[src/rtl/dbg_trace_uart.sv]
// CPU trace-to-UART bridge: buffers retired-instruction records in a small FIFO
// and streams each one as a 7-byte 8N1 frame (A5 header, PC, halt/flags, A, B, C).
module dbg_trace_uart #(
    parameter int CLKS_PER_BIT = 16,
    parameter int FIFO_DEPTH   = 4
) (
    input  logic        clk,
    input  logic        reset_n,
    input  logic        retired,
    input  logic        halted,
    input  logic [15:0] pc,
    input  logic [3:0]  flags,
    input  logic [7:0]  a,
    input  logic [7:0]  b,
    input  logic [7:0]  c,
    output logic        tx,
    output logic        busy,
    output logic        overflow,
    output logic [7:0]  drop_count,
    output logic [4:0]  fifo_level
);

    localparam int AW = $clog2(FIFO_DEPTH);
    localparam int RW = 45;
    localparam logic [15:0] BIT_RELOAD = 16'(CLKS_PER_BIT - 1);

    typedef enum logic [1:0] {S_IDLE, S_START, S_DATA, S_STOP} state_t;

    state_t          r_state;
    state_t          w_state_next;
    logic [RW-1:0]   r_mem [FIFO_DEPTH];
    logic [RW-1:0]   r_frame;
    logic [AW:0]     r_wr_ptr;
    logic [AW:0]     r_rd_ptr;
    logic [AW:0]     w_level;
    logic            w_full;
    logic            w_pop;
    logic            w_push;
    logic            w_drop;
    logic [15:0]     r_bit_cnt;
    logic [2:0]      r_bit_idx;
    logic [2:0]      r_byte_idx;
    logic            w_bit_end;
    logic [7:0]      w_byte;

    assign w_level    = r_wr_ptr - r_rd_ptr;
    assign w_full     = (w_level == (AW+1)'(FIFO_DEPTH));
    assign w_pop      = (r_state == S_IDLE) && (w_level != '0);
    // A pop on the same edge frees a slot, so a push into a full FIFO still lands.
    assign w_push     = retired && (!w_full || w_pop);
    assign w_drop     = retired && w_full && !w_pop;
    assign w_bit_end  = (r_bit_cnt == 16'd0);
    assign fifo_level = 5'(w_level);

    // Record storage: write on push, registered read straight into the frame.
    always_ff @(posedge clk) begin
        if (w_push) begin
            r_mem[r_wr_ptr[AW-1:0]] <= {halted, pc, flags, a, b, c};
        end
        if (w_pop) begin
            r_frame <= r_mem[r_rd_ptr[AW-1:0]];
        end
    end

    always_ff @(posedge clk or negedge reset_n) begin
        if (!reset_n) begin
            r_wr_ptr <= '0;
            r_rd_ptr <= '0;
        end else begin
            if (w_push) r_wr_ptr <= r_wr_ptr + 1'b1;
            if (w_pop)  r_rd_ptr <= r_rd_ptr + 1'b1;
        end
    end

    always_ff @(posedge clk or negedge reset_n) begin
        if (!reset_n) begin
            overflow   <= 1'b0;
            drop_count <= 8'd0;
        end else if (w_drop) begin
            overflow <= 1'b1;
            if (drop_count != 8'hFF) drop_count <= drop_count + 8'd1;
        end
    end

    always_ff @(posedge clk or negedge reset_n) begin
        if (!reset_n) r_state <= S_IDLE;
        else          r_state <= w_state_next;
    end

    always_comb begin
        w_state_next = r_state;
        case (r_state)
            S_IDLE:  if (w_pop) w_state_next = S_START;
            S_START: if (w_bit_end) w_state_next = S_DATA;
            S_DATA:  if (w_bit_end && r_bit_idx == 3'd7) w_state_next = S_STOP;
            S_STOP:  if (w_bit_end) w_state_next = (r_byte_idx == 3'd6) ? S_IDLE : S_START;
            default: w_state_next = S_IDLE;
        endcase
    end

    always_ff @(posedge clk or negedge reset_n) begin
        if (!reset_n) begin
            r_bit_cnt  <= 16'd0;
            r_bit_idx  <= 3'd0;
            r_byte_idx <= 3'd0;
        end else if (w_pop) begin
            r_bit_cnt  <= BIT_RELOAD;
            r_bit_idx  <= 3'd0;
            r_byte_idx <= 3'd0;
        end else if (r_state != S_IDLE) begin
            if (w_bit_end) begin
                r_bit_cnt <= BIT_RELOAD;
                if (r_state == S_DATA) r_bit_idx  <= r_bit_idx + 3'd1;
                if (r_state == S_STOP) r_byte_idx <= r_byte_idx + 3'd1;
            end else begin
                r_bit_cnt <= r_bit_cnt - 16'd1;
            end
        end
    end

    // Frame layout: header, PC high, PC low, {halted,000,flags}, A, B, C.
    always_comb begin
        w_byte = 8'hA5;
        case (r_byte_idx)
            3'd1:    w_byte = r_frame[43:36];
            3'd2:    w_byte = r_frame[35:28];
            3'd3:    w_byte = {r_frame[44], 3'b000, r_frame[27:24]};
            3'd4:    w_byte = r_frame[23:16];
            3'd5:    w_byte = r_frame[15:8];
            3'd6:    w_byte = r_frame[7:0];
            default: w_byte = 8'hA5;
        endcase
    end

    always_comb begin
        tx   = 1'b1;
        busy = 1'b1;
        case (r_state)
            S_IDLE:  busy = 1'b0;
            S_START: tx   = 1'b0;
            S_DATA:  tx   = w_byte[r_bit_idx];
            S_STOP:  tx   = 1'b1;
            default: busy = 1'b0;
        endcase
    end

endmodule
[config.mk]
export PLATFORM = sky130hd
export DESIGN_NAME = dbg_trace_uart
export DESIGN_NICKNAME = d
export VERILOG_FILES = /design/src/rtl/dbg_trace_uart.sv
export SDC_FILE = /design/constraint.sdc
export NUM_CORES = 1
export LEC_CHECK = 0
export ABC_CLOCK_PERIOD_IN_PS = 4500
export CORE_ASPECT_RATIO = 0.5
export CORE_MARGIN = 2
export CORE_UTILIZATION = 55
export CTS_CLUSTER_DIAMETER = 150
export CTS_CLUSTER_SIZE = 40
export DETAILED_ROUTE_END_ITERATION = 10
export GPL_ROUTABILITY_DRIVEN = 0
export PLACE_DENSITY = 0.75
export SETUP_SLACK_MARGIN = 0.4
export SLEW_MARGIN = 20
export SYNTH_ARGS = -nofsm -noshare
export SYNTH_HDL_FRONTEND = slang
export SYNTH_SLANG_ARGS = --single-unit
[constraint.sdc]
create_clock -name clk -period 4.5 [get_ports clk]
set_input_delay 1.35 -clock clk [delete_from_list [all_inputs] [get_ports clk]]
set_output_delay 1.35 -clock clk [all_outputs]
set_load 0.03 [all_outputs]
* Word level (Yosys, flattened, before mapping) *
Memory sizes are Yosys's and may differ from the RTL's. A register that Yosys moved wholly into a read port is not among the register bits.
Cells that the tools add are included.

word-level totals
  flip-flop bits (word level) = 39
  bits in writable memories = 180
  output and inout port bits = 16
  word-level logic and storage cells = 77
  memories = 1

memory list
  memory  words  width  rd ports  clocked after Yosys merged registers in  wr ports  RTL line  source
  r_mem   4      45     1         1                                        1         31        logic [RW-1:0] r_mem [FIFO_DEPTH];

operators by class
  $add $sub $neg = 7
  magnitude comparators = 1
  equal/unequal tests = 16
  mux-type cells = 24
  reductions and logical operators = 20

operator list
  cell                   count
  $mux 16                3
  $pmux 8 s6             1
  $mux 3                 8
  $logic_not 16->1       1
  $sub 16x1->16 const B  1
  $eq 3x3->1 const B     5
  $add 3x1->3 const B    4
  $reduce_bool 2->1      5
  $add 8x1->8 const B    1
  $mux 2                 4
  $ne 2x2->1 const B     4
  $ne 8x8->1 const B     1
  $pmux 2 s4             1
  $eq 3x2->1 const B     2
  $reduce_and 3->1       2
  $logic_and 1x1->1      5
  $mux 1                 5
  $eq 2x2->1 const B     2
  $lt 3x4->1 const B     1
  $reduce_and 4->1       1
  $bmux 1 s3             1
  $eq 3x1->1 const B     1
  $reduce_bool 3->1      1
  $sub 3x3->3            1
  6 further kinds        7

* Longest topological paths before layout *
Gate-level depths: netlist of run 1.

  depth after elaboration = 7
  mapped depth = 9

* Worst setup path after synthesis of run 1 *
No wires, ideal clock.

  kind = register to output
  start point = register r_byte_idx[2]
  end point = output tx
  data arrival time = 2.348 ns
  setup slack = 0.802 ns
  stages on the path, launching flop included = 8
  path buffers = 1
  cells stage by stage = dfrtp_1 clkbuf_1 inv_1 ha_1 a2111oi_0 nor2_1 a2111oi_0 a211o_1

between the ends
  word-level cells in the longest chain between the ends = 5
  elaborated cells on any way between the ends = 10

ends and longest elaborated chain
  what                                      RTL line  source
  from (decl)                               42        logic [2:0] r_byte_idx;
  from (signal assigned)                    114       if (r_state == S_STOP) r_byte_idx <= r_byte_idx + 3'd1;
  $eq 3x3->1, or another cell as far along  124       case (r_byte_idx)
  $pmux 8 s6 *                              124
  $bmux 1 s3 *                              141       S_DATA: tx = w_byte[r_bit_idx];
  $mux 1 (not written as such) *            141
  $pmux 1 s2 *                              138       case (r_state)
  to (decl)                                 16        output logic tx,

Mark *: on every way between the ends. The rest lies on a longest branch, timed or not. The select of a mux whose other input is x is not followed.

* Final worst setup path of run 1 *
  start point = register r_byte_idx[0]
  end point = output tx

Same word-level chain as after synthesis.

==> impl_metrics.yaml, run 1 <==
outcome:
  outcome: "completed"
power_and_ir_drop:
  p_leak_nw: 4.01
  powerDensity_nw_per_um2: 635
  max-vdd-ir-drop_mv: 0.359
  total_power_w: 0.00750
place:
  place_hpwl_um: 11600
  placed_cell_area_sq_um: 11500
  port_buffers: 61
floorplanning:
  ios: 64
  die_height_um: 102
  dieArea_sq_um: 20300
  initial_utilization_pct: 56.7
  die-width_um: 200
  rows: 35
  core_sq_um: 18600
cells_and_area:
  ff_latch_area_sq_um: 7730
  num_antenna_cells: 0
  multi_input_area_sq_um: 2640
  drive_gt1_share_pct: 15.9
  final_cell_area_sq_um: 11800
  fill_cells: 1332
  layout.nets: 696
  syn_to_final_growth_pct: 12.1
critical_path:
  cp_slowest_cell: "dfrtp_1"
  path_max_fanout: 15
  required_ps: 3150
  crit_type: "reg2out"
  cp_top_family: "compound AO/OA/AOI/OAI gates"
  path_cells: "inv_1, ha_2, a222oi_1, a21oi_1, o22ai_1, a2111oi_2, a211o_1, buf_12"
  crit_buf_inv: 2
  worstSetupStartpointType: "register"
  crit_path_end_kind: "primary output"
  slowest_delay_ps: 470
  arrival_ps: 2720
timing:
  skew_ps: 32.0
  rsz0062_at_grt: "yes"
  tightest_slew_ps: 959
  period_minus_slack_ps: 4070
  hold_viol: 0
  maxSlewViolCount: 0
  relSlewSlack_pct: 36.1
  fin_setup_tns_ps: 0
  clock.fmax_ghz: 0.246
  setup_viol: 0
  fin_crit_sh_pct: 90.5
grt:
  antenna_found_initial: 0
  grt_util_all_layers_pct: 19.8
  grt_pass1_vias: 5285
  grt_max_degree: 48
  grt_pass1_wl_um: 30000
  grt_overflow_total: 0
clock_network:
  clk_latency_ps: 490
  ctsHoldBuffers: 0
  cts_max_level: 1
  root_buffer: "clkbuf_16"
  clockBufferDepth: 3
  cts.clk_slew.worst_paths_ps: 140
  cts_buffers: 10
  clock-sinks: 264
  tritoncts: "built"
route:
  dr.pass1.iters: 7
  wl_per_cell_um: 21.5
  drc: 0
  ant_nets: 0
  drtIter0Drc: 450
  totalWireLength_um: 19000
  avgViaCountPerCell: 5.93
  vias: 5260
yosys:
  synth_area_leaders: "edfxtp_1 (64%), mux4_2 (9.6%), dfrtp_1 (9.3%)"
  synth_top_area_cell: "edfxtp_1"
  ys_ff_latch: 264
  synth.cells.most_frequent: "edfxtp_1 (225), mux4_2 (45), dfrtp_1 (39)"
  synth_cells: 566
  yosysTopAreaCellShare_pct: 64.2
  synth_edf_count: 225
  synth_most_common_cell: "edfxtp_1"
  yosysWarnings: 0
  syn-cell-area_sq_um: 10500
  syn_avg_cell_area_sq_um: 18.6
  ys_types: 65
  synth-async-reset-ratio_pct: 14.8
  synthFlopType: "edfxtp_1"
  synth.yosys.seq_area_share_pct: 73.5
min_path:
  holdCritPathClass: "reg2reg"
flow_run:
  maxCapViolCount: 0
==> area by class of cell <==
cell class	count	area share, %
flip-flops and latches	264	65.6
multi-input cells	261	22.4
repair buffers	71	6.19
well taps	259	2.75
inverters	18	0.573
clock inverters	1	0.138
clock buffers	13	2.40
==> per-stage QoR <==
step / setup slack, ps / cells / utilization [%] / hold slack (ps)
after floorplan: 802 / 567 / - / 446
after global placement: 801 / 873 / 61.8 / 453
after detailed placement: 617 / 873 / 61.8 / 454
after CTS: 413 / 887 / 63.5 / 486
after global routing: 350 / 887 / 63.5 / 522
final: 428 / 887 / 63.5 / 481
==> layer usage <==
layer | up-vias | GRT usage [%] | routed length [um]
met5 | - | 0 | 0
li1 | 2372 | - | -
met2 | 143 | 32.1 | 9150
met4 | 0 | 3.30 | 195
met1 | 2729 | 29.9 | 8830
met3 | 16 | 2.56 | 858
==> cells by family (layout without fill, tap and decap cells) <==
logic type | after synthesis | in the layout | share of synthesized area, %
compound gates | 73 | 73 | 5.03
xor+xnor | 14 | 14 | 1.31
flops | 264 | 264 | 73.5
simple gates | 96 | 96 | 5.10
buf+inv | 42 | 103 | 1.77
fa+ha+maj | 22 | 22 | 2.69
other cells | 1 | 2 | 0.0356
mux | 54 | 54 | 10.6
==> sequential cells by signal (all words and copies together) (netlist names) <==
name,count
r_frame,45
r_wr_ptr,3
r_byte_idx,3
r_rd_ptr,3
r_state,2
r_bit_cnt,16
overflow,1
drop_count,8
r_mem,180
r_bit_idx,3
==> placed cells by master, fill, tap and decap left out, types with 3 or more instances in the layout <==
master / Yosys / routed
buf_12: 0 / 4
nor4_1: 6 / 6
and2_2: 0 / 4
a211oi_1: 3 / 3
nor2_1: 16 / 16
a21o_1: 3 / 3
xor2_1: 5 / 5
nand3_1: 7 / 7
nor3_1: 9 / 9
a222oi_1: 3 / 3
buf_4: 2 / 7
o21ai_0: 12 / 12
edfxtp_1: 225 / 225
clkbuf_16: 0 / 11
inv_1: 16 / 16
a22oi_1: 4 / 4
a221oi_1: 3 / 3
dfrtp_1: 39 / 37
a31oi_1: 5 / 5
a21oi_1: 12 / 12
nand2_1: 23 / 23
mux4_2: 45 / 45
nand4_1: 10 / 10
xnor2_1: 8 / 8
ha_1: 21 / 19
a22o_1: 6 / 6
clkdlybuf4s50_1: 0 / 58
mux2_2: 7 / 7
==> final timing paths <==
kind                                      startpoint                   endpoint  slack [ps]  cells after the start
max                        r_byte_idx[0]$_DFFE_PN0P_                         tx         430                      8
min                             overflow$_DFFE_PN0P_       overflow$_DFFE_PN0P_         480                      1
max reg2reg                   r_state[0]$_DFFE_PN0P_      r_mem[3][4]$_DFFE_PP_        1280                      6
min reg2reg                     overflow$_DFFE_PN0P_       overflow$_DFFE_PN0P_         480                      1
max in group asynchronous                    reset_n    r_rd_ptr[1]$_DFFE_PN0P_        2950                      1
min in group asynchronous                    reset_n  drop_count[5]$_DFFE_PN0P_         960                      1
==> worst reg2reg max path, stage by stage (launching register included) <==
cell and delay, ps:
dfrtp_1 450, inv_1 140, ha_1 440, clkinv_1 400
a31oi_1 510, and2_2 580, buf_4 360
==> power breakdown <==
group	switching [W]	total (W)	internal, W
Clock	0.000685	0.00115	0.000460
Sequential	0.000302	0.00385	0.00355
Combinational	0.00145	0.00250	0.00105
Total	0.00244	0.00750	0.00506
==> what timing repair did <==
action                                  4_1_cts  5_1_grt
pin swaps                                     0        0
hold endpoints to repair                      0        0
setup buffers                                 0        0
endpoints found under the setup margin        1        2
gates resized for setup                       6        2
(Power assumes the default switching activity.)
==> run 2, diff against run 1 <==
CORE_UTILIZATION = 59   (was 55)
PLACE_DENSITY = 0.79   (was 0.75)
==> run 2 against run 1 <==
Effect of this change:
- via count is 0.89% higher
- utilization up 4.1 points
- maximum frequency is 2.4% higher
- cell count down 2.9%
- design area fell by 0.28%
- non-clock buffer count down 1
- clock power about the same
- sequential share of layout area is 0.19 points higher
==> impl_metrics.yaml, run 2 (synthesized netlist as in run 1, its figures left out) <==
timing:
  rsz0062_at_grt: "yes"
  hold_viol: 0
  setup_viol: 0
  fin_setup_tns_ps: 0
  fin_crit_sh_pct: 88.4
  period_minus_slack_ps: 3980
  clock.fmax_ghz: 0.251
  tightest_slew_ps: 961
  skew_ps: 33.3
  relSlewSlack_pct: 35.9
  maxSlewViolCount: 0
  hold_ws_ps: 483
route:
  avgViaCountPerCell: 6.16
  vias: 5307
  ant_nets: 0
  wl_per_cell_um: 21.9
  totalWireLength_um: 18900
  drtIter0Drc: 555
  drc: 0
  dr.pass1.iters: 5
place:
  port_buffers: 61
  place_hpwl_um: 11800
  placed_cells: 847
  placed_cell_area_sq_um: 11400
power_and_ir_drop:
  powerDensity_nw_per_um2: 634
  max-vdd-ir-drop_mv: 0.348
  p_leak_nw: 4.00
floorplanning:
  ios: 64
  die-width_um: 193
  initial_utilization_pct: 60.5
  dieArea_sq_um: 19000
  core_sq_um: 17400
  rows: 34
  die_height_um: 98.4
cells_and_area:
  final_cell_area_sq_um: 11800
  final_common_cell: "edfxtp_1"
  mostFrequentLayoutCells: "edfxtp_1 (225), clkdlybuf4s50_1 (58), mux4_2 (45), dfrtp_1 (36), nand2_1 (23)"
  drive_gt1_share_pct: 16.1
  layout.cells.non_filler: 861
  num_antenna_cells: 0
  fill_cells: 1126
  largest_reg_flops: 180
  layout.nets: 695
  syn_to_final_growth_pct: 11.8
critical_path:
  required_ps: 3150
  reg2regPathDepth: 7
  crit_path_end_kind: "primary output"
  crit_type: "reg2out"
  path_max_fanout: 6
  arrival_ps: 2630
  worstSetupStartpointType: "register"
  rr_endpoint: "r_mem[3][10]$_DFFE_PP_"
  r2r_start: "r_wr_ptr[0]$_DFFE_PN0P_"
  rrSetupSlack_ps: 1390
min_path:
  hold_path_depth: 1
  holdCritPathClass: "reg2reg"
  hp-start: "r_rd_ptr[2]$_DFFE_PN0P_"
  hold_path_end: "r_rd_ptr[2]$_DFFE_PN0P_"
clock_network:
  clockBufferDepth: 3
  clock-sinks: 264
  tritoncts: "built"
  cts.clk_slew.worst_paths_ps: 150
  clk_latency_ps: 490
  cts_buffers: 10
  root_buffer: "clkbuf_16"
  cts_max_level: 1
flow_run:
  maxCapViolCount: 0
outcome:
  outcome: "completed"
grt:
  grt_pass1_vias: 5180
  grt_util_all_layers_pct: 20.6
  grt_pass1_wl_um: 29300
  grt_max_degree: 48
  antenna_found_initial: 0
  grt_overflow_total: 0
## run 2: cell types whose count changed in the layout (fill, tap and decap cells not counted)
cell      change
a211oi_1      -1
a211oi_2      +1
buf_4         -1
dfrtp_1       -1
dfrtp_2       +1
## run 2: critical path, cell delays in order (launching register included)
cell and delay [ps]:
dfrtp_2 460, ha_1 210, ha_1 290, a2111oi_4 410
nor2_1 120, nand4_1 110, o22ai_1 70, a211o_1 300
buf_4 170
## run 2: metal layers
metal	GRT usage (%)	vias up	part of all wire [%]
met5	0	-	0
met4	3.23	0	1.3
met3	3.13	22	6.3
met2	32.3	204	48
met1	31.9	2707	45
li1	-	2374	-
## run 2: repair_timing
| item | CTS | global route |
|---|---|---|
| resized for setup | 4 | 6 |
| setup buffers | 0 | 0 |
| gates cloned | 0 | 0 |
| pin swaps | 0 | 1 |
| hold buffers | 0 | 0 |
| setup endpoints to repair | 1 | 2 |
| hold endpoints to repair | 0 | 0 |
## run 2: stage by stage
stage,power [W],utilization (%),worst slack (ps)
after floorplan,0.00554,-,802
after global placement,0.00631,65.7,846
after detailed placement,0.00638,65.7,723
after CTS,0.00750,67.5,413
after global routing,0.00784,67.6,389
final,0.00746,67.6,522
## run 2: report_power, final
part	internal [W]	switching, W
clock	0.000460	0.000678
sequential	0.00355	0.000327
combinational	0.00103	0.00141
## run 2: worst max path at each step
| stage | from | endpoint | cells past startpoint |
|---|---|---|---|
| 6_report | r_byte_idx[0]$_DFFE_PN0P_ | tx | 8 |
| 5_1_grt | r_byte_idx[0]$_DFFE_PN0P_ | tx | 8 |
| 4_1_cts | r_byte_idx[0]$_DFFE_PN0P_ | tx | 7 |
| 3_5_place_dp | r_byte_idx[0]$_DFFE_PN0P_ | tx | 7 |
| 3_3_place_gp | r_byte_idx[0]$_DFFE_PN0P_ | tx | 7 |
| 2_1_floorplan | r_byte_idx[2]$_DFFE_PN0P_ | tx | 7 |
## run 2: cell type report
type / count / area, sq um / share of cell area (%)
Sequential cell: 264 / 7740 / 65.7
Multi-Input combinational cell: 261 / 2650 / 22.5
Timing Repair Buffer: 70 / 723 / 6.15
Tap cell: 234 / 293 / 2.49
Clock buffer: 13 / 283 / 2.40
Inverter: 18 / 67.6 / 0.574
Clock inverter: 1 / 16.3 / 0.138
